File: config.mk
export PLATFORM = sky130hd
export DESIGN_NAME = cache_line_controller
export DESIGN_NICKNAME = d
export VERILOG_FILES = /design/src/rtl/cache_line_controller_pkg.sv /design/src/rtl/cache_tag_store.sv /design/src/rtl/cache_line_controller.sv
export SDC_FILE = /design/constraint.sdc
export NUM_CORES = 1
export LEC_CHECK = 0
export ABC_CLOCK_PERIOD_IN_PS = 2950
export CELL_PAD_IN_SITES_DETAIL_PLACEMENT = 1
export CELL_PAD_IN_SITES_GLOBAL_PLACEMENT = 1
export CORE_MARGIN = 3
export CORE_UTILIZATION = 25
export CTS_CLUSTER_SIZE = 12
export DETAILED_ROUTE_END_ITERATION = 8
export PLACE_DENSITY = 0.54
export SLEW_MARGIN = 10
export SYNTH_ARGS = -nofsm -noshare
export SYNTH_HDL_FRONTEND = slang
export SYNTH_SLANG_ARGS = --single-unit
export TNS_END_PERCENT = 20
File: constraint.sdc
create_clock -name IN_CLK -period 2.95 [get_ports IN_CLK]
set_input_delay 0.59 -clock IN_CLK [delete_from_list [all_inputs] [get_ports IN_CLK]]
set_output_delay 0.59 -clock IN_CLK [all_outputs]
set_load 0.03 [all_outputs]
File: src/rtl/cache_line_controller_pkg.sv
// Shared constants, state encoding and address-field helpers for the
// direct-mapped read-only cache line controller.
package cache_line_controller_pkg;

  localparam int c_CPU_ADDR_SIZE    = 16;
  localparam int c_INDEX_SIZE       = 4;
  localparam int c_ADDR_OFFSET_SIZE = 4;
  localparam int c_TAG_SIZE         = c_CPU_ADDR_SIZE - c_INDEX_SIZE - c_ADDR_OFFSET_SIZE;
  localparam int c_LINES            = 1 << c_INDEX_SIZE;
  localparam int c_LINE_ADDR_SIZE   = c_CPU_ADDR_SIZE - c_ADDR_OFFSET_SIZE;
  localparam int c_STAT_W           = 16;

  typedef enum logic [1:0] {
    ST_IDLE    = 2'd0,
    ST_LOOKUP  = 2'd1,
    ST_FILL    = 2'd2,
    ST_RESPOND = 2'd3
  } cache_state_e;

  function automatic logic [c_INDEX_SIZE-1:0] addr_index(input logic [c_CPU_ADDR_SIZE-1:0] a);
    return a[c_ADDR_OFFSET_SIZE +: c_INDEX_SIZE];
  endfunction

  function automatic logic [c_TAG_SIZE-1:0] addr_tag(input logic [c_CPU_ADDR_SIZE-1:0] a);
    return a[c_CPU_ADDR_SIZE-1 -: c_TAG_SIZE];
  endfunction

  function automatic logic [c_STAT_W-1:0] sat_inc(input logic [c_STAT_W-1:0] v);
    return (v == {c_STAT_W{1'b1}}) ? v : v + 1'b1;
  endfunction

endpackage

File: src/rtl/cache_tag_store.sv
// Tag and valid arrays for the cache: combinational hit lookup, single-entry
// write and single-cycle clear of all valid bits.
module cache_tag_store
  import cache_line_controller_pkg::*;
(
  input  logic                    clk,
  input  logic                    rst_n,
  input  logic [c_INDEX_SIZE-1:0] lookup_index,
  input  logic [c_TAG_SIZE-1:0]   lookup_tag,
  output logic                    lookup_hit,
  input  logic                    wr_en,
  input  logic [c_INDEX_SIZE-1:0] wr_index,
  input  logic [c_TAG_SIZE-1:0]   wr_tag,
  input  logic                    clr_all
);

  logic [c_LINES-1:0]    valid_q, valid_d;
  logic [c_TAG_SIZE-1:0] tag_q [c_LINES];
  logic [c_TAG_SIZE-1:0] tag_d [c_LINES];

  always_comb begin
    valid_d = valid_q;
    tag_d   = tag_q;
    if (clr_all) begin
      valid_d = '0;
    end else if (wr_en) begin
      valid_d[wr_index] = 1'b1;
      tag_d[wr_index]   = wr_tag;
    end
  end

  always_ff @(posedge clk or negedge rst_n) begin
    if (!rst_n) valid_q <= '0;
    else        valid_q <= valid_d;
  end

  // Tags are qualified by their valid bit, so they need no reset.
  always_ff @(posedge clk) begin
    tag_q <= tag_d;
  end

  assign lookup_hit = valid_q[lookup_index] && (tag_q[lookup_index] == lookup_tag);

endmodule

File: src/rtl/cache_line_controller.sv
// Sequencing controller for a direct-mapped read-only cache: lookup, line fill
// over a req/ack RAM handshake, data-memory control. Optional hit/miss
// counters are enabled with CACHE_LINE_CONTROLLER_STATS_EN.
module cache_line_controller
  import cache_line_controller_pkg::*;
(
  input  logic                          IN_CLK,
  input  logic                          IN_RST_N,
  input  logic                          IN_CPU_REQ,
  input  logic [c_CPU_ADDR_SIZE-1:0]    IN_CPU_ADDR,
  input  logic                          IN_FLUSH,
  output logic                          OUT_CPU_BUSY,
  output logic                          OUT_CPU_READY,
  output logic                          OUT_RAM_REQ,
  output logic [c_LINE_ADDR_SIZE-1:0]   OUT_RAM_ADDR,
  input  logic                          IN_RAM_ACK,
  output logic [c_INDEX_SIZE-1:0]       OUT_DMEM_INDEX,
  output logic                          OUT_DMEM_WE,
  output logic [c_ADDR_OFFSET_SIZE-1:0] OUT_DMEM_OFFSET
`ifdef CACHE_LINE_CONTROLLER_STATS_EN
  ,
  output logic [c_STAT_W-1:0]           OUT_HIT_CNT,
  output logic [c_STAT_W-1:0]           OUT_MISS_CNT
`endif
);

  cache_state_e                state_q, state_d;
  logic [c_CPU_ADDR_SIZE-1:0]  addr_q, addr_d;
  logic                        flush_pend_q, flush_pend_d;
  logic                        ram_req_q, ram_req_d;
  logic [c_LINE_ADDR_SIZE-1:0] ram_addr_q, ram_addr_d;
  logic                        ready_q, ready_d;

  logic hit;
  logic fill_done;
  logic clr_all;

  assign fill_done = (state_q == ST_FILL) && IN_RAM_ACK;
  assign clr_all   = (state_q == ST_IDLE) && flush_pend_q;

  cache_tag_store u_tag_store (
    .clk          (IN_CLK),
    .rst_n        (IN_RST_N),
    .lookup_index (addr_index(addr_q)),
    .lookup_tag   (addr_tag(addr_q)),
    .lookup_hit   (hit),
    .wr_en        (fill_done),
    .wr_index     (addr_index(addr_q)),
    .wr_tag       (addr_tag(addr_q)),
    .clr_all      (clr_all)
  );

  always_comb begin
    state_d      = state_q;
    addr_d       = addr_q;
    flush_pend_d = flush_pend_q;
    ram_req_d    = ram_req_q;
    ram_addr_d   = ram_addr_q;
    case (state_q)
      ST_IDLE: begin
        // A pending flush owns this cycle; a flush arriving now also beats a request.
        if (flush_pend_q) begin
          flush_pend_d = 1'b0;
        end else if (IN_CPU_REQ && !IN_FLUSH) begin
          addr_d  = IN_CPU_ADDR;
          state_d = ST_LOOKUP;
        end
      end
      ST_LOOKUP: begin
        if (hit) begin
          state_d = ST_RESPOND;
        end else begin
          ram_req_d  = 1'b1;
          ram_addr_d = addr_q[c_CPU_ADDR_SIZE-1:c_ADDR_OFFSET_SIZE];
          state_d    = ST_FILL;
        end
      end
      ST_FILL: begin
        if (IN_RAM_ACK) begin
          ram_req_d = 1'b0;
          state_d   = ST_RESPOND;
        end
      end
      ST_RESPOND: state_d = ST_IDLE;
      default:    state_d = ST_IDLE;
    endcase
    if (IN_FLUSH) flush_pend_d = 1'b1;
    ready_d = (state_d == ST_RESPOND);
  end

  always_ff @(posedge IN_CLK or negedge IN_RST_N) begin
    if (!IN_RST_N) begin
      state_q      <= ST_IDLE;
      addr_q       <= '0;
      flush_pend_q <= 1'b0;
      ram_req_q    <= 1'b0;
      ram_addr_q   <= '0;
      ready_q      <= 1'b0;
    end else begin
      state_q      <= state_d;
      addr_q       <= addr_d;
      flush_pend_q <= flush_pend_d;
      ram_req_q    <= ram_req_d;
      ram_addr_q   <= ram_addr_d;
      ready_q      <= ready_d;
    end
  end

  assign OUT_CPU_BUSY    = (state_q != ST_IDLE) || flush_pend_q;
  assign OUT_CPU_READY   = ready_q;
  assign OUT_RAM_REQ     = ram_req_q;
  assign OUT_RAM_ADDR    = ram_addr_q;
  assign OUT_DMEM_WE     = fill_done;
  // The latched address only changes on acceptance, so it holds through IDLE.
  assign OUT_DMEM_INDEX  = addr_index(addr_q);
  assign OUT_DMEM_OFFSET = addr_q[c_ADDR_OFFSET_SIZE-1:0];

`ifdef CACHE_LINE_CONTROLLER_STATS_EN
  logic [c_STAT_W-1:0] hit_cnt_q, hit_cnt_d;
  logic [c_STAT_W-1:0] miss_cnt_q, miss_cnt_d;

  always_comb begin
    hit_cnt_d  = hit_cnt_q;
    miss_cnt_d = miss_cnt_q;
    if (state_q == ST_LOOKUP) begin
      if (hit) hit_cnt_d  = sat_inc(hit_cnt_q);
      else     miss_cnt_d = sat_inc(miss_cnt_q);
    end
  end

  always_ff @(posedge IN_CLK or negedge IN_RST_N) begin
    if (!IN_RST_N) begin
      hit_cnt_q  <= '0;
      miss_cnt_q <= '0;
    end else begin
      hit_cnt_q  <= hit_cnt_d;
      miss_cnt_q <= miss_cnt_d;
    end
  end

  assign OUT_HIT_CNT  = hit_cnt_q;
  assign OUT_MISS_CNT = miss_cnt_q;
`endif

endmodule

-- Word-level counts from Yosys, hierarchy flattened
Cells that the tools add are included.
- flip-flop bits (word level): 177
- input bits: 21
- output and inout port bits: 24
- word-level logic and storage cells: 78
- $lt $le $gt $ge: 4
- equality and inequality tests: 7
- muxes and demuxes: 22
- bitwise logic cells: 5
- reductions and logical operators: 17
- operators by type and width (cell ; number):
    128-bit bitwise mux ; 1
    8-bit binary-select mux with 4-bit select ; 1
    8-bit demux with 4-bit select ; 1
    16-bit 2-to-1 mux ; 2
    8-bit 2-to-1 mux ; 3
    16-bit OR ; 1
    8-bit equality test ; 1
    2-bit one-hot mux with 4 select lines ; 1
    2-bit nonzero test ; 4
    1-bit 2-to-1 mux ; 7
    2-bit equality test, second input constant ; 3
    1-bit logical AND ; 6
    2-bit 2-to-1 mux ; 3
    3-bit AND reduction ; 2
    5-bit greater-or-equal comparator, second input constant ; 1
    4-bit by 5-bit less-than comparator with 1-bit output, second input constant ; 1
    5-bit by 1-bit less-than comparator with 1-bit output, second input constant ; 1
    4-bit NOT with 5-bit output ; 1
    1-bit binary-select mux with 4-bit select ; 1
    1-bit demux with 4-bit select ; 1
    4-bit by 1-bit greater-or-equal comparator with 1-bit output, second input constant ; 1
    2-bit inequality test, second input constant ; 2
    2-bit AND reduction ; 2
    1-bit NOT ; 3
    5 further kinds ; 5

-- Logic depth before layout (Yosys ltp)
- word-level depth: 9
- gate-level depth with buffers: 11
- mapped depth without buffers: 8

-- By module
Synthesis repeated with hierarchy kept, for this count alone.
- cells, all modules: 385
- area, all modules: 7204.4 um^2
- by module, submodules not included (module ; instances ; cells each ; area each (um^2) ; seq. area each (um^2)):
    cache_tag_store ; 1 ; 300 ; 5843.1 ; 4244.1
    cache_line_controller ; 1 ; 85 ; 1361.3 ; 825.8

-- Worst setup path before layout
No wires, ideal clock.
- path type: register to register
- start point: register addr_q[4]
- end point: register ram_addr_q[0], in the netlist OUT_RAM_ADDR[0]
- setup time: 0.125 ns
- data arrival time: 2.679 ns
- path slack: 0.146 ns
- stages on the path, launching flop included: 11
- path buffers: 3
- path through: dfrtp_1 -> buf_2 -> buf_2 -> mux4_2 -> mux2i_1 -> xor2_1 -> nand3_1 -> a211oi_2 -> a31oi_1 -> buf_4 -> mux2_4
- longest elaborated chain between the ends: 8
- elaborated cells between the ends (all ways): 10
- ends and longest elaborated chain (element ; line ; text):
    start, declared ; cache_line_controller.sv:28 ; logic [c_CPU_ADDR_SIZE-1:0] addr_q, addr_d;
    start signal, assigned ; cache_line_controller.sv:101 ; addr_q <= addr_d;
    4-bit NOT with 5-bit output (not written as such) ; cache_tag_store.sv:42 ; assign lookup_hit = valid_q[lookup_index] && (tag_q[lookup_index] == lookup_tag);
    8-bit binary-select mux with 4-bit select ; cache_tag_store.sv:42 ;
    8-bit 2-to-1 mux (not written as such) (2 in series) ; cache_tag_store.sv:42 ;
    8-bit equality test ; cache_tag_store.sv:42 ;
    1-bit logical AND ; cache_tag_store.sv:42 ;
    1-bit NOT (no source line) ; -- ;
    2-bit AND reduction (no source line) ; -- ;
    end signal, assigned ; cache_line_controller.sv:104 ; ram_addr_q <= ram_addr_d;
    end, declared ; cache_line_controller.sv:31 ; logic [c_LINE_ADDR_SIZE-1:0] ram_addr_q, ram_addr_d;
Several ways; a longest one is shown, not always the timed one. The select of a mux whose other input is x is not followed.
A chain may end at the register's enable or synchronous reset.

-- Final worst setup path
- start point: register addr_q[4]
- end point: register ram_addr_q[2], in the netlist OUT_RAM_ADDR[2]
- longest elaborated chain between the ends: 8
- elaborated cells between the ends (all ways): 10
- ends and longest elaborated chain (element ; line):
    4-bit NOT with 5-bit output (not written as such) ; cache_tag_store.sv:42
    8-bit binary-select mux with 4-bit select ; cache_tag_store.sv:42
    8-bit 2-to-1 mux (not written as such) (2 in series) ; cache_tag_store.sv:42
    8-bit equality test ; cache_tag_store.sv:42
    1-bit logical AND (*) ; cache_tag_store.sv:42
    1-bit NOT (no source line) (*) ; --
    2-bit AND reduction (no source line) (*) ; --
Every way passes the cells marked *; elsewhere a longest branch is shown, timed or not. The select of a mux whose other input is x is not followed.

==> reports/qor.yml <==
fp.dieW_um: 176
area_growth_syn_to_layout_pct: 26.8
die-area_um2: 31100
core_area_um2: 28200
detailed_place_hpwl_mm: 12.0
drt_first_iter_violations: 217
power_leakage_nw: 3.43
report.final.hold_viol_count: 0
post_route_cells_drive_above_1_share_pct: 31.6
placed_area_um2: 8410
detailedRoute.firstPassIterationCount: 4
layout.cell_area.non_filler_um2: 9190
cp-end-kind: "flop"
ys_ff_latch: 177
synthesis.instances: 407
critPathMaxFanout: 7
via_density_per_instance: 4.43
vias: 3940
start_util_pct: 25.7
fp-row-count: 61
finish.utilization_pct: 32.6
start_kind: "flop"
cts_num_sinks: 177
tritoncts: "built"
crit_path_start: "addr_q[4]"
floorplan.die.height_um: 176
cp_slowest_cell: "sky130_fd_sc_hd__mux4_2"
nNetsFinal: 523
number_of_unique_standard_cell_types_used_by_synthesis: 45
reg2regPathDepth: 10
num_antenna_cells: 0
clockBufferDepth: 2
initial_antenna_violation_count: 0
most-common-layout-cells: "128 x sky130_fd_sc_hd__edfxtp_1, 46 x sky130_fd_sc_hd__dfrtp_1, 43 x sky130_fd_sc_hd__clkdlybuf4s50_1, 43 x sky130_fd_sc_hd__buf_4, 27 x sky130_fd_sc_hd__mux4_2"
tightestPinTransition_ns: 0.725
totalNegativeSetupSlack_ns: 0
clock-root-buffer: "sky130_fd_sc_hd__clkbuf_16"
count_of_nets_left_with_antenna_violations_after_detail_routing: 0
num_io_pins: 45
first_global_vias: 4479
worst_hold_path_type: "in2async"
postSynthNetCount: 431
gp_routability_congestion: 0.780
maximum_number_of_pins_on_one_net_before_global_route_repair: 25
maxSlewViolCount: 0
cts.reportedPaths.clkPinSlew_ns: 0.07
beginning_of_the_worst_register_to_register_path: "addr_q[4]"
worst_path_largest_cell_delay_ns: 0.50
mappedNetlistArea_um2: 7240
detail_route.wl_per_cell_um: 20.4
clock_latency_ns: 0.43
critical_path.cell_chain: "buf_12 -> buf_12 -> mux4_2 -> mux2i_1 -> mux2i_1 -> xor2_1 -> a211oi_2 -> a31oi_4 -> clkbuf_16 -> mux2_4"
worst_ir_drop_vdd_mv: 0.506
holdBufCountCts: 0
crit_type: "reg2reg"
critical_path_arrival_ns: 3.26
ys_seq_area_share_pct: 70.0
global_route.usage.total_pct: 11.9
worstPathRequired_ns: 3.27
remaining_drc_errors: 0
global_route_wire_length_before_repair_mm: 27.4
io_buffers: 44
timing.clock.skew_ns: 0.0107
tritoncts.num_buffers: 17
rsz_0062_raised_after_global_routing: "true"
mostFrequentLayoutCell: "sky130_fd_sc_hd__edfxtp_1"
finalCritPeriodShare_pct: 99.7
outcome: "completed"
globalRouteOverflowTotal: 0
ff2ff_setup_slack_ns: 0.009
synthesis.yosys.warnings: 0
number_of_violations_of_the_max_capacitance_limit: 0
timing.final.setup_violations: 0
critical_path.reg2reg.endpoint: "OUT_RAM_ADDR[2]"
fin_crit_ns: 2.94
avgSynthCellArea_um2: 17.8
achievable-frequency_mhz: 340
finalHoldWorstSlack_ns: 0.0206
finalWirelength_mm: 18.2
ctsHtreeMaxLevel: 4
power_density_nw_per_um2: 1040
max-slew-margin-rel_pct: 51.7
## routing by layer
metal / routed length, µm / GRT usage (%)
met1: 8320 / 15.5
met2: 9270 / 20.4
met3: 443 / 2.43
met4: 154 / 2.90
met5: 0 / 0
## cells in the mapped netlist, drive strengths merged
cell type  count  share of area (%)
ha             3               0.52
a21boi         1               0.10
mux2          33                5.6
nand2         12               0.62
a31oi          1              0.086
o21ai          4               0.28
clkinv         1              0.052
nor2          17               0.88
a21bo          1               0.14
o221ai         1               0.12
a41oi          1               0.12
nand4          1              0.086
nand3          4               0.28
buf           21                2.0
o22ai          3               0.26
mux4          27                8.4
and2           2               0.17
a311o          1               0.14
a21o          17                1.8
a21oi          6               0.41
o211ai         2               0.21
nand3b         1               0.10
mux2i         23                3.2
nor3b          1               0.10
o21a           1               0.10
nand4b         1               0.12
xor2           5               0.60
dfrtp         49                 17
inv            7               0.36
clkbuf         5               0.26
o311ai         1               0.12
and3           1              0.086
o41ai          1               0.22
nand2b         4               0.35
or3            2               0.17
a22oi          6               0.62
nor2b          3               0.26
or2            1              0.086
xnor2          5               0.60
edfxtp       128                 53
a211oi         3               0.38
## cell type report
cell class / count / area (µm²)
sequential: 177 / 5080
fill: 2898 / 19000
inverter: 8 / 30.0
multi-input combinational: 196 / 2040
tap: 378 / 473
timing repair buffer: 99 / 1000
clock inverter: 15 / 143
clock buffer: 17 / 425
## report_power, final
part / total [W] / internal (W) / switching (W) / leakage, nW
Combinational: 0.00366 / 0.00178 / 0.00188 / 1.38
Clock: 0.00217 / 0.00112 / 0.00105 / 0.277
Sequential: 0.00368 / 0.00328 / 0.000402 / 1.78
## sequential cells by signal (all words and copies together), names as in the netlist
signal and flops:
OUT_RAM_REQ 1, flush_pend_q 1, OUT_CPU_READY 1, state_q 2, u_tag_store.tag_q 128, u_tag_store.valid_q 16
addr_q 16, OUT_RAM_ADDR 12
## worst max-delay path: cells and delay by family, from the launching register on
family,cells,cell delay (ns)
muxes,4,1.21
AOI/OAI and AO/OA,2,0.54
buffers and inverters,3,0.50
DFF,1,0.37
xor gates and xnor gates,1,0.19
## metrics by stage
step           instances  setup slack, ns  power, W
5_1_grt              890          -0.0522    0.0100
4_1_cts              881           0.0386   0.00929
3_5_place_dp         849          -0.0189   0.00709
3_3_place_gp         849           0.0252   0.00703
6_report             890          0.00917   0.00951
2_1_floorplan        407            0.146   0.00581
## logic make-up after synthesis
logic type | Yosys count | share of synthesized area, %
XOR/XNOR | 10 | 1.21
multiplexers | 83 | 17.2
AND/OR/NAND/NOR | 50 | 3.32
flip-flops | 177 | 70.0
AO/OA/AOI/OAI | 50 | 5.08
buffers and inverters | 34 | 2.68
adder cells (fa/ha/maj) | 3 | 0.518
## repair_timing
action / CTS / global route
pin swaps: 0 / 0
endpoints found under the setup margin: 12 / 12
endpoints found under the hold margin: 0 / 0
buffers inserted: 0 / 7
gates resized for setup: 1 / 9
cloned: 0 / 2
## worst max-delay path by stage
stage,end,slack [ns],cells after the start
floorplan,OUT_RAM_ADDR[0],0.15,10
global placement,OUT_RAM_ADDR[4],0.03,9
detailed placement,OUT_RAM_ADDR[1],-0.02,9
CTS,OUT_RAM_ADDR[3],0.04,9
global route,OUT_RAM_ADDR[2],-0.05,9
finish,OUT_RAM_ADDR[2],0.009,10
Note: power is estimated with default switching activity, not from simulation.
